### config.mk
export PLATFORM = sky130hd
export DESIGN_NAME = drum_div_seq
export DESIGN_NICKNAME = d
export VERILOG_FILES = /design/src/rtl/drum_pkg.sv /design/src/rtl/drum_lod_trunc.sv /design/src/rtl/drum_div_seq.sv
export SDC_FILE = /design/constraint.sdc
export NUM_CORES = 1
export LEC_CHECK = 0
export ABC_AREA = 1
export BUFFER_PORTS_ARGS = -buffer_cell sky130_fd_sc_hd__buf_2
export CAP_MARGIN = 15
export CELL_PAD_IN_SITES_DETAIL_PLACEMENT = 0
export CELL_PAD_IN_SITES_GLOBAL_PLACEMENT = 2
export CORE_UTILIZATION = 35
export CTS_BUF_LIST = sky130_fd_sc_hd__clkbuf_4 sky130_fd_sc_hd__clkbuf_8
export DETAILED_ROUTE_END_ITERATION = 7
export PLACE_DENSITY_LB_ADDON = 0.05
export SYNTH_ARGS = -nofsm -noshare
export SYNTH_HDL_FRONTEND = slang
export SYNTH_HIERARCHICAL = 1
export SYNTH_SLANG_ARGS = --single-unit
### constraint.sdc
create_clock -name clk -period 9.3 [get_ports clk]
set_clock_uncertainty 0.1 [all_clocks]
set_input_delay 2.325 -clock clk [delete_from_list [all_inputs] [get_ports clk]]
set_output_delay 2.325 -clock clk [all_outputs]
set_load 0.1 [all_outputs]
### src/rtl/drum_pkg.sv
// Shared types and width helpers for the DRUM approximate divider.
package drum_pkg;

    typedef enum logic [2:0] {IDLE, NORM, DIV, SHIFT, OUT} state_e;

    function automatic int unsigned cnt_width(input int unsigned k);
        return (2 * k > 1) ? $clog2(2 * k) : 1;
    endfunction

    // Signed width able to hold p - q_s - K for any operand widths.
    function automatic int unsigned sh_width(input int unsigned n, input int unsigned m);
        return $clog2((n > m) ? n : m) + 2;
    endfunction

endpackage

### src/rtl/drum_lod_trunc.sv
// Leading-one detect plus unbiased dynamic-range truncation of one operand to K bits.
module drum_lod_trunc #(
    parameter int unsigned W = 16,
    parameter int unsigned K = 6,
    localparam int unsigned IdxW = (W > 1) ? $clog2(W) : 1
) (
    input  logic [W-1:0]    x,
    output logic [K-1:0]    x_t,
    output logic [IdxW-1:0] s_x
);

    logic [IdxW-1:0] lead;

    always_comb begin
        lead = '0;
        for (int i = 0; i < W; i++) begin
            if (x[i]) lead = IdxW'(i);
        end
        if (lead > IdxW'(K - 1)) begin
            s_x = lead - IdxW'(K - 1);
            // Leading one lands on bit K-1; LSB forced high to centre the dropped range.
            x_t = K'(x >> s_x) | {{(K - 1){1'b0}}, 1'b1};
        end else begin
            s_x = '0;
            x_t = x[K-1:0];
        end
    end

endmodule

### src/rtl/drum_div_seq.sv
// Sequential DRUM approximate divider: truncate, 2K-step restoring divide, rescale.
module drum_div_seq
    import drum_pkg::*;
#(
    parameter int unsigned K = 6,
    parameter int unsigned N = 16,
    parameter int unsigned M = 16
) (
    input  logic         clk,
    input  logic         rst,
    input  logic         in_valid,
    output logic         in_ready,
    input  logic [N-1:0] a,
    input  logic [M-1:0] b,
    output logic         out_valid,
    input  logic         out_ready,
    output logic [N-1:0] q,
    output logic         div_zero
);

    localparam int unsigned CntW  = cnt_width(K);
    localparam int unsigned ShW   = sh_width(N, M);
    localparam int unsigned QW    = 2 * K;
    localparam int unsigned WideW = N + QW;
    localparam int unsigned AIdxW = (N > 1) ? $clog2(N) : 1;
    localparam int unsigned BIdxW = (M > 1) ? $clog2(M) : 1;

    state_e                state_q, state_d;
    logic [N-1:0]          a_q, a_d;
    logic [M-1:0]          b_q, b_d;
    logic [K-1:0]          bt_q, bt_d;
    logic signed [ShW-1:0] sh_q, sh_d;
    logic [K-1:0]          rem_q, rem_d;
    logic [QW-1:0]         dvd_q, dvd_d;
    logic [CntW-1:0]       cnt_q, cnt_d;
    logic [N-1:0]          q_q, q_d;
    logic                  dz_q, dz_d;

    logic [K-1:0]     a_t, b_t;
    logic [AIdxW-1:0] s_a;
    logic [BIdxW-1:0] s_b;
    logic [K:0]       trial;
    logic [ShW-1:0]   sh_neg;
    logic [WideW-1:0] wide, shifted;

    drum_lod_trunc #(.W(N), .K(K)) u_trunc_a (.x(a_q), .x_t(a_t), .s_x(s_a));
    drum_lod_trunc #(.W(M), .K(K)) u_trunc_b (.x(b_q), .x_t(b_t), .s_x(s_b));

    assign in_ready  = (state_q == IDLE);
    assign out_valid = (state_q == OUT);
    assign q         = q_q;
    assign div_zero  = dz_q;

    always_comb begin
        wide    = {{(WideW - QW){1'b0}}, dvd_q};
        sh_neg  = -sh_q;
        shifted = sh_q[ShW-1] ? (wide >> sh_neg) : (wide << sh_q);
    end

    always_comb begin
        state_d = state_q;
        a_d     = a_q;
        b_d     = b_q;
        bt_d    = bt_q;
        sh_d    = sh_q;
        rem_d   = rem_q;
        dvd_d   = dvd_q;
        cnt_d   = cnt_q;
        q_d     = q_q;
        dz_d    = dz_q;
        trial   = {rem_q, dvd_q[QW-1]};
        unique case (state_q)
            IDLE: begin
                if (in_valid) begin
                    a_d     = a;
                    b_d     = b;
                    state_d = NORM;
                end
            end
            NORM: begin
                bt_d = b_t;
                sh_d = ShW'(s_a) - ShW'(s_b) - ShW'(K);
                if (b_q == '0) begin
                    q_d     = '1;
                    dz_d    = 1'b1;
                    state_d = OUT;
                end else begin
                    rem_d   = '0;
                    dvd_d   = {a_t, {K{1'b0}}};
                    cnt_d   = '0;
                    state_d = DIV;
                end
            end
            DIV: begin
                // Quotient bits shift into the dividend register as its MSBs are consumed.
                if (trial >= {1'b0, bt_q}) begin
                    rem_d = K'(trial - {1'b0, bt_q});
                    dvd_d = {dvd_q[QW-2:0], 1'b1};
                end else begin
                    rem_d = trial[K-1:0];
                    dvd_d = {dvd_q[QW-2:0], 1'b0};
                end
                cnt_d = cnt_q + CntW'(1);
                if (cnt_q == CntW'(QW - 1)) state_d = SHIFT;
            end
            SHIFT: begin
                q_d     = (|shifted[WideW-1:N]) ? '1 : shifted[N-1:0];
                dz_d    = 1'b0;
                state_d = OUT;
            end
            OUT: begin
                if (out_ready) state_d = IDLE;
            end
            default: state_d = IDLE;
        endcase
    end

    always_ff @(posedge clk) begin
        if (rst) begin
            state_q <= IDLE;
            a_q     <= '0;
            b_q     <= '0;
            bt_q    <= '0;
            sh_q    <= '0;
            rem_q   <= '0;
            dvd_q   <= '0;
            cnt_q   <= '0;
            q_q     <= '0;
            dz_q    <= 1'b0;
        end else begin
            state_q <= state_d;
            a_q     <= a_d;
            b_q     <= b_d;
            bt_q    <= bt_d;
            sh_q    <= sh_d;
            rem_q   <= rem_d;
            dvd_q   <= dvd_d;
            cnt_q   <= cnt_d;
            q_q     <= q_d;
            dz_q    <= dz_d;
        end
    end

endmodule

==> run_results.csv <==
group,metric,value,unit
outcome,status,"complete, no violations",
timing,setup_viol,0,
route,num_vias,6923,
clocking,post_cts_resize_count,0,
floorplanning,die_h,143,um
critical_path,critPathBufInv,3,
cells_and_area,final_layout_size_suffix_gt1_share,15.9,%
route,wl_per_cell,15.2,um
critical_path,critPathMaxFanout,32,
floorplanning,rows,51,
grt,grt_max_degree,51,
clocking,htreeDepth,3,
clocking,cts_tree,"done",
placement,io_buffers,54,
route,drc,0,
critical_path,reg2reg_to,"sh_q[5]",
grt,grt_first_pass_wirelength,34.4,mm
floorplanning,die_w,143,um
grt,use_met1,28.7,%
clocking,cts_sinks,86,
min_path,holdPathStages,2,
timing,setup_tns,0,ns
critical_path,cpPeakStageDelay,0.50,ns
clocking,holdBufCountCts,0,
grt,busiest_layer,"met2",
critical_path,arrival,1.83,ns
route,drtAntennaViolNets,0,
critical_path,setup.worst_path.class,"register to primary output",
route,dr.first_iter.drc_count,391,
grt,antenna_found_initial,3,
yosys,ys_types,43,
critical_path,rr_worst_depth,26,
critical_path,startpoint_type,"register",
yosys,synth_area,6970,um^2
critical_path,cp-end-kind,"primary output",
clocking,root_buffer,"clkbuf_8",
route,viasPerCell,5.01,
floorplanning,io_pins,55,
grt,grt_use_total,21.5,%
yosys,synth-edff-count,0,
timing,whs,0.367,ns
yosys,yosys_register_bits,86,
clocking,clockBufferDepth,2,
placement,hpwl,15.9,mm
min_path,min_path_type,"register to register",
yosys,synthCells,1092,
clocking,cts_buffers,9,
timing,drv_slew,0,
clocking,clock_latency,0.38,ns
critical_path,ff2ff_setup_slack,5.21,ns
grt,grt_pass1_vias,6480,
clocking,cts_setup_buffers,0,
cells_and_area,finish.utilization,38.7,%
grt,use_met3,3.12,%
cells_and_area,area_growth_syn_to_layout,8.08,%
timing,finalCritPeriodShare,45.8,%
grt,overflow,0,
critical_path,cp_top_family,"buffers and inverters",
yosys,yosys_warnings,6,
floorplanning,coreArea,19500,um^2
route,first_pass_iters,5,
yosys,async_reset_ff_share,0,%
grt,met2_usage,35.5,%
critical_path,reg2reg_from,"a_q[2]",
floorplanning,initial_core_util,35.8,%
yosys,synth_area_per_cell,6.38,um^2
timing,period_minus_slack,4.26,ns
floorplanning,die-area,20500,um^2
clocking,clk_pin_slew_worst_paths,0.10,ns
timing,tightest_slew,0.995,ns
job,cap_violations,0,
placement,routabilityCongestion,0.867,
timing,hold_viol_final,0,
critical_path,required,6.88,ns
min_path,hold_end,"a_q[8]",
critical_path,path_cells,"nor2_1, inv_1, nor2_2, buf_4, buf_2",
yosys,ys_seq_area_share,24.7,%
timing,slew-limit-headroom,33.7,%
min_path,hold_start,"a_q[8]",
timing,rsz0062_at_grt,"no",
route,wl,20.9,mm
yosys,synth_ff_type,"dfxtp_1",
cells_and_area,nets,1165,
critical_path,slowest_stage,"buf_2",
timing,clock.fmax,235,MHz
yosys,synthesis.nets,1147,
-- through the flow --
step | setup slack, ns | std cells | area (um^2)
after floorplan | 4.45 | 1092 | 6970
after global placement | 4.76 | 1363 | 7300
after detailed placement | 4.78 | 1363 | 7300
after CTS | 5.00 | 1379 | 7500
after global routing | 4.80 | 1380 | 7530
final | 5.04 | 1381 | 7530
-- cells by family (layout without fill, tap and decap cells) --
group,after synthesis,after routing,share of synthesized area [%]
xor+xnor,11,11,1.60
other cells,0,1,0
compound gates,227,227,19.2
buf+inv,168,191,10.6
fa+ha+maj,19,19,3.63
flops,86,86,24.7
simple gates,581,581,40.2
-- cells in the mapped netlist (5+ instances only) --
cell	n	area share [%]
a21oi_1	100	7.2
a21oi_4	10	2.3
buf_2	10	0.72
buf_4	6	0.65
clkbuf_1	30	1.6
dfxtp_1	86	25
ha_1	17	3.1
inv_1	102	5.5
inv_2	12	0.65
nand2_1	279	15
nand2_2	17	1.5
nand2_4	14	2.3
nand3_1	142	10
nand3_2	27	3.9
nand4_1	9	0.81
nor2_1	62	3.3
nor3_1	9	0.65
nor4_1	8	0.72
o211ai_1	13	1.4
o21ai_0	70	5.0
o21ai_1	16	1.1
o21ai_2	5	0.63
xor2_1	5	0.63
-- worst reg2reg max path, delay by kind of cell, from the launching register on --
kind	cells	cell delay [ns]
flops	1	0.44
compound gates	2	0.70
fa+ha+maj	4	0.98
simple gates	15	1.31
buf+inv	4	0.27
xor+xnor	1	0.19
-- how the worst max path moves through the flow --
stage                     startpoint   endpoint  slack, ns  cells past startpoint
after global placement           rst      q[10]       4.76                      4
after floorplan           state_q[2]  out_valid       4.45                      2
after global routing          a_q[2]    sh_q[5]       4.80                     26
final                     state_q[2]   in_ready       5.04                      5
after detailed placement         rst      q[10]       4.78                      4
after CTS                 state_q[2]   in_ready       5.00                      5
-- layout make-up --
type                       instances  area, um^2
tap                              265         332
clock buffer                       9         124
antenna                            1        2.50
timing repair buffer              60         335
clock inverter                     7        73.8
fill                            2231       11900
sequential                        86        1720
inverter                         115         432
multi-input combinational        838        4510
-- layer usage --
metal / up-vias / share of wire, %
li1: 3674 / -
met1: 3102 / 48
met2: 122 / 46
met3: 23 / 3.2
met4: 2 / 2.2
met5: - / 0.038
-- cell usage in the layout (no fill, tap or decap), drive strengths merged, types with 2 or more instances in the layout --
| master | instances |
|---|---|
| nand3 | 169 |
| ha | 17 |
| o211ai | 13 |
| xor2 | 7 |
| buf | 60 |
| dfxtp | 86 |
| or2 | 5 |
| fa | 2 |
| xnor2 | 4 |
| a221oi | 2 |
| clkbuf | 9 |
| nand4 | 9 |
| a211oi | 2 |
| a21oi | 110 |
| nand2 | 310 |
| o21ai | 91 |
| and2 | 2 |
| a31oi | 6 |
| nor3 | 10 |
| clkinv | 3 |
| inv | 119 |
| nor2 | 66 |
| nor4 | 10 |
-- state kept, by name (all words and copies together) (netlist names) --
name and cells:
b_q 16, rem_q 6, a_q 16, dvd_q 12, bt_q 6, div_zero 1
q 16, cnt_q 4, state_q 3, sh_q 6
Power is left out: the tool's default activity adds up to more than one toggle a clock period on the data nets, which glitch-free logic cannot reach.
